[src/rtl/fwd_hazard_unit.sv]
// Operand forwarding and load-use hazard unit for the rv32i EX stage.
// Holds a single-cycle load response in a buffer while the consumer is frozen.
module fwd_hazard_unit #(
    parameter int XLEN       = 32,
    parameter int REG_ADDR_W = 5,
    parameter int NUM_SRC    = 2,
    parameter int NUM_STAGES = 2,
    parameter int CNT_W      = 16,
    localparam int SEL_W     = $clog2(NUM_STAGES + 2)
) (
    input  logic                             clk,
    input  logic                             rst,
    input  logic [NUM_STAGES*REG_ADDR_W-1:0] prod_rd,
    input  logic [NUM_STAGES-1:0]            prod_wen,
    input  logic [NUM_STAGES-1:0]            prod_is_load,
    input  logic [NUM_STAGES*XLEN-1:0]       prod_data,
    input  logic [NUM_SRC*REG_ADDR_W-1:0]    src_addr,
    input  logic [NUM_SRC-1:0]               src_used,
    input  logic                             data_mem_resp,
    input  logic [XLEN-1:0]                  data_mem_rdata,
    input  logic                             pipe_advance,
    input  logic                             flush,
    output logic [NUM_SRC*SEL_W-1:0]         fwd_sel,
    output logic [NUM_SRC*XLEN-1:0]          fwd_data,
    output logic                             stall_req,
    output logic                             load_buf_valid,
    output logic [CNT_W-1:0]                 stall_cycles
);

    localparam logic [SEL_W-1:0] SEL_LD = SEL_W'(NUM_STAGES + 1);

    typedef enum logic [1:0] {
        IDLE,
        WAIT,
        HOLD
    } state_t;

    state_t          state;
    logic [XLEN-1:0] load_buf;

    logic [SEL_W-1:0] hit_sel  [NUM_SRC];
    logic [XLEN-1:0]  hit_data [NUM_SRC];
    logic [NUM_SRC-1:0] lu_op;
    logic             lu;

    // Only stage 0 can still be waiting on memory; older loads are final.
    logic unused_is_load;
    assign unused_is_load = ^prod_is_load;

    always_comb begin
        lu    = 1'b0;
        lu_op = '0;
        for (int i = 0; i < NUM_SRC; i++) begin
            hit_sel[i]  = '0;
            hit_data[i] = '0;
            for (int s = NUM_STAGES - 1; s >= 0; s--) begin
                if (src_used[i] && prod_wen[s] &&
                    prod_rd[s*REG_ADDR_W +: REG_ADDR_W] != '0 &&
                    prod_rd[s*REG_ADDR_W +: REG_ADDR_W] ==
                    src_addr[i*REG_ADDR_W +: REG_ADDR_W]) begin
                    hit_sel[i]  = SEL_W'(s + 1);
                    hit_data[i] = prod_data[s*XLEN +: XLEN];
                end
            end
            lu_op[i] = prod_is_load[0] && hit_sel[i] == SEL_W'(1);
            lu       = lu | lu_op[i];
        end
    end

    always_comb begin
        fwd_sel  = '0;
        fwd_data = '0;
        for (int i = 0; i < NUM_SRC; i++) begin
            if (lu_op[i]) begin
                if (state == HOLD) begin
                    fwd_sel[i*SEL_W +: SEL_W] = SEL_LD;
                    fwd_data[i*XLEN +: XLEN]  = load_buf;
                end else if (data_mem_resp) begin
                    fwd_sel[i*SEL_W +: SEL_W] = SEL_LD;
                    fwd_data[i*XLEN +: XLEN]  = data_mem_rdata;
                end
            end else begin
                fwd_sel[i*SEL_W +: SEL_W] = hit_sel[i];
                fwd_data[i*XLEN +: XLEN]  = hit_data[i];
            end
        end
    end

    always_comb begin
        stall_req = 1'b0;
        unique case (state)
            IDLE:    stall_req = lu && !data_mem_resp;
            WAIT:    stall_req = !data_mem_resp;
            default: stall_req = 1'b0;
        endcase
    end

    always_ff @(posedge clk) begin
        if (rst) begin
            state          <= IDLE;
            load_buf       <= '0;
            load_buf_valid <= 1'b0;
            stall_cycles   <= '0;
        end else begin
            if (stall_req && stall_cycles != '1)
                stall_cycles <= stall_cycles + CNT_W'(1);
            if (flush) begin
                state          <= IDLE;
                load_buf_valid <= 1'b0;
            end else begin
                unique case (state)
                    IDLE: begin
                        if (lu && !data_mem_resp) begin
                            state <= WAIT;
                        end else if (lu && !pipe_advance) begin
                            state          <= HOLD;
                            load_buf       <= data_mem_rdata;
                            load_buf_valid <= 1'b1;
                        end
                    end
                    WAIT: begin
                        if (data_mem_resp) begin
                            if (pipe_advance) begin
                                state <= IDLE;
                            end else begin
                                state          <= HOLD;
                                load_buf       <= data_mem_rdata;
                                load_buf_valid <= 1'b1;
                            end
                        end
                    end
                    HOLD: begin
                        if (pipe_advance) begin
                            state          <= IDLE;
                            load_buf_valid <= 1'b0;
                        end
                    end
                    default: begin
                        state          <= IDLE;
                        load_buf_valid <= 1'b0;
                    end
                endcase
            end
        end
    end

endmodule

[config.mk]
export PLATFORM = sky130hd
export DESIGN_NAME = fwd_hazard_unit
export DESIGN_NICKNAME = d
export VERILOG_FILES = /design/src/rtl/fwd_hazard_unit.sv
export SDC_FILE = /design/constraint.sdc
export NUM_CORES = 1
export LEC_CHECK = 0
export ABC_AREA = 1
export CAP_MARGIN = 25
export CELL_PAD_IN_SITES_DETAIL_PLACEMENT = 0
export CELL_PAD_IN_SITES_GLOBAL_PLACEMENT = 1
export CORE_MARGIN = 2
export CORE_UTILIZATION = 33
export DETAILED_ROUTE_END_ITERATION = 16
export DONT_BUFFER_PORTS = 1
export PLACE_DENSITY = 0.67
export SYNTH_ARGS = -nofsm -noshare
export SYNTH_HDL_FRONTEND = slang
export SYNTH_SLANG_ARGS = --single-unit
[constraint.sdc]
create_clock -name clk -period 2.22 [get_ports clk]
set_input_delay 0.222 -clock clk [delete_from_list [all_inputs] [get_ports clk]]
set_output_delay 0.222 -clock clk [all_outputs]
set_load 0.01 [all_outputs]
==> results.toml <==
[logic_synthesis]
synth_top_family_by_area = "simple AND/OR/NAND/NOR gates"
synthXorXnorAreaFrac_pct = 2.463
synth_nets = 953
yosys.area_share.simple_pct = 44.14
synthCells = 825
synthAdderAreaFrac_pct = 0.2706
netlist-cell-type-count = 34
synthMuxAreaShare_pct = 0
synth_area_per_cell_um2 = 5.604
synth_compound_area_share_pct = 21.81
ys_ff_latch = 51
yosysSeqAreaShare_pct = 22.08
syn_area_mm2 = 0.004623
yosys_warnings = 0

[finish]
area_growth_pct = 10.39
fillers = 1547
drive_gt1_share_pct = 9.530
final_cells = 988
final_cell_mix = "nand2_1, a21oi_1, nand3_1, o21ai_0, nor2_1"
final_common_cell = "nand2_1"
num_antenna_cells = 0
layout.nets = 935

[worst_setup_path]
crit_path_end_kind = "output port"
required_ns = 2.00
critPathLaunchType = "flip-flop"
crit_fanout = 12
worstPathArrival_ns = 1.85
critPathKind = "reg2out"

[drt]
wl_per_cell_um = 17.36
met3_length_um = 2018
routed_wl_um = 17150
routed_via_density = 5.508
vias = 5442
drc = 0
dr.pass1.iters = 5
routed.top_layer = "met4"
wl_met2_um = 7662
ant_nets = 0
first_iter_violations = 412
wl_met1_um = 7184

[floorplan]
fp-row-count = 43
initial_core_util_pct = 33.57
dieArea_mm2 = 0.01497
pin_count = 213
fp.dieH_um = 122.4
design.core.area_mm2 = 0.01377
die_w_um = 122.4

[place]
dpl.hpwl_um = 12610
port_buffers = 0
placedCellCount = 975
dp_slack_ns = 0.1612
place_congestion = 0.8451

[power]
cellLeakagePower_nw = 1.973
power-per-cell-area_mw_per_mm2 = 378.2
peakVddDrop_mv = 0.3455

[cts]
clkTransAtPathRegs_ns = 0.07
numCtsBuffers = 5
cts_sinks = 51
clock_path_buffers = 2
cts_max_level = 2
root_buffer = "clkbuf_16"
cts_tree = "done"
clk_latency_ns = 0.29

[sta]
maxSlewHeadroom_pct = 58.04
grt_setup_unrepaired = "false"
finalCritPeriodShare_pct = 93.18
setup_tns_ns = 0
fmax_ghz = 0.4834
period_needed_ns = 2.068
setup_slack_ns = 0.1515
skew_ns = 0.003130
drv_slew = 0
hold_viol_final = 0
tightestPinTransition_ns = 0.6272
setup_viol = 0

[hold_path]
hold_path_class = "in2reg"

[global_route]
grt_max_degree = 68
grt_usage_pct = 21.50
grt_pass1_vias = 4910
grt_pass1_wl_um = 25600
antenna_found_initial = 0
grt_overflow = 0

[flow_run]
maxCapViolCount = 0

[run_status]
outcome = "finished, final reports clean"
[metrics by stage]
| step | instance area [um^2] | utilization (%) | hold WS [ns] | power, mW |
|---|---|---|---|---|
| final | 5104 | 37.05 | 0.09465 | 1.930 |
| after floorplan | 4623 | - | 0.3864 | 1.101 |
| after detailed placement | 4873 | 35.38 | 0.2923 | 1.118 |
| after global placement | 4873 | 35.38 | 0.2916 | 1.117 |
| after global routing | 5104 | 37.05 | 0.08925 | 2.020 |
| after CTS | 5075 | 36.85 | 0.08736 | 1.958 |
[area by class of cell]
class / instances / area [um^2] / area share (%)
Tap cell: 180 / 225.2 / 4.413
Multi-Input combinational cell: 676 / 3218 / 63.05
Timing Repair Buffer: 34 / 336.6 / 6.595
Sequential cell: 51 / 1021 / 20.00
Clock buffer: 8 / 156.4 / 3.064
Inverter: 39 / 146.4 / 2.868
[logic make-up after synthesis]
kind of cell	count (synthesis)
buf+inv	98
compound gates	195
simple gates	467
fa+ha+maj	1
xor+xnor	13
flops	51
[flip-flops by register name (all words and copies together) (netlist names)]
register        count
load_buf           32
stall_cycles       16
load_buf_valid      1
state               2
[layer usage]
layer,GRT usage (%),up-vias
met3,7.110,22
met1,27.72,2472
met2,34.69,262
li1,-,2686
met5,0,-
met4,5.172,0
[timing repair]
action                                  4_1_cts  5_1_grt
endpoints found under the hold margin        44        0
endpoints found under the setup margin       10       15
hold buffers                                  2        0
gates cloned                                  0        0
buffers inserted                              2        1
resized for setup                             0        5
pin swaps                                     1        1
[where the power goes]
part	internal (mW)	switching, mW	total, mW
clock network	0.481	0.330	0.810
logic	0.0655	0.138	0.203
registers	0.916	0.000846	0.917
[cells in the mapped netlist]
| cell | instances | share of area [%] |
|---|---|---|
| a21oi_1 | 101 | 11 |
| a21oi_2 | 5 | 0.95 |
| and2_1 | 1 | 0.14 |
| buf_1 | 3 | 0.24 |
| buf_2 | 14 | 1.5 |
| buf_4 | 4 | 0.65 |
| buf_6 | 2 | 0.49 |
| buf_8 | 1 | 0.32 |
| clkbuf_1 | 35 | 2.8 |
| dfxtp_1 | 51 | 22 |
| ha_1 | 1 | 0.27 |
| inv_1 | 34 | 2.8 |
| inv_2 | 5 | 0.41 |
| nand2_1 | 263 | 21 |
| nand2_2 | 3 | 0.41 |
| nand2_4 | 2 | 0.49 |
| nand3_1 | 98 | 11 |
| nand3_2 | 12 | 2.6 |
| nand4_1 | 3 | 0.41 |
| nor2_1 | 73 | 5.9 |
| nor2_2 | 2 | 0.27 |
| nor3_1 | 2 | 0.22 |
| nor3_2 | 1 | 0.22 |
| nor3_4 | 2 | 0.70 |
| nor4_1 | 4 | 0.54 |
| nor4_2 | 1 | 0.27 |
| o2111ai_1 | 1 | 0.19 |
| o211ai_1 | 1 | 0.16 |
| o21ai_0 | 83 | 9.0 |
| o21bai_1 | 1 | 0.16 |
| o22ai_1 | 2 | 0.27 |
| o31ai_1 | 1 | 0.16 |
| xnor2_1 | 6 | 1.1 |
| xor2_1 | 7 | 1.3 |
[worst max-delay path, cell delays in order, from the launching register on]
cell and delay (ns):
dfxtp_1 0.42, inv_2 0.08, nor2_4 0.21, buf_4 0.22, nand2_1 0.06, o21ai_0 0.21
nor2_1 0.11, a21oi_1 0.25
[final timing paths]
kind	end	startpoint	cells past startpoint	slack [ns]
max	fwd_data[36]	state[1]$_SDFFE_PP0P_	7	0.15
min	load_buf[15]$_SDFFE_PP0P_	data_mem_rdata[15]	2	0.09
max reg2reg	stall_cycles[1]$_SDFFE_PP0P_	stall_cycles[0]$_SDFFE_PP0P_	9	0.17
min reg2reg	load_buf[8]$_SDFFE_PP0P_	load_buf[8]$_SDFFE_PP0P_	2	0.46
No activity file was read; power rests on OpenSTA's default activity.
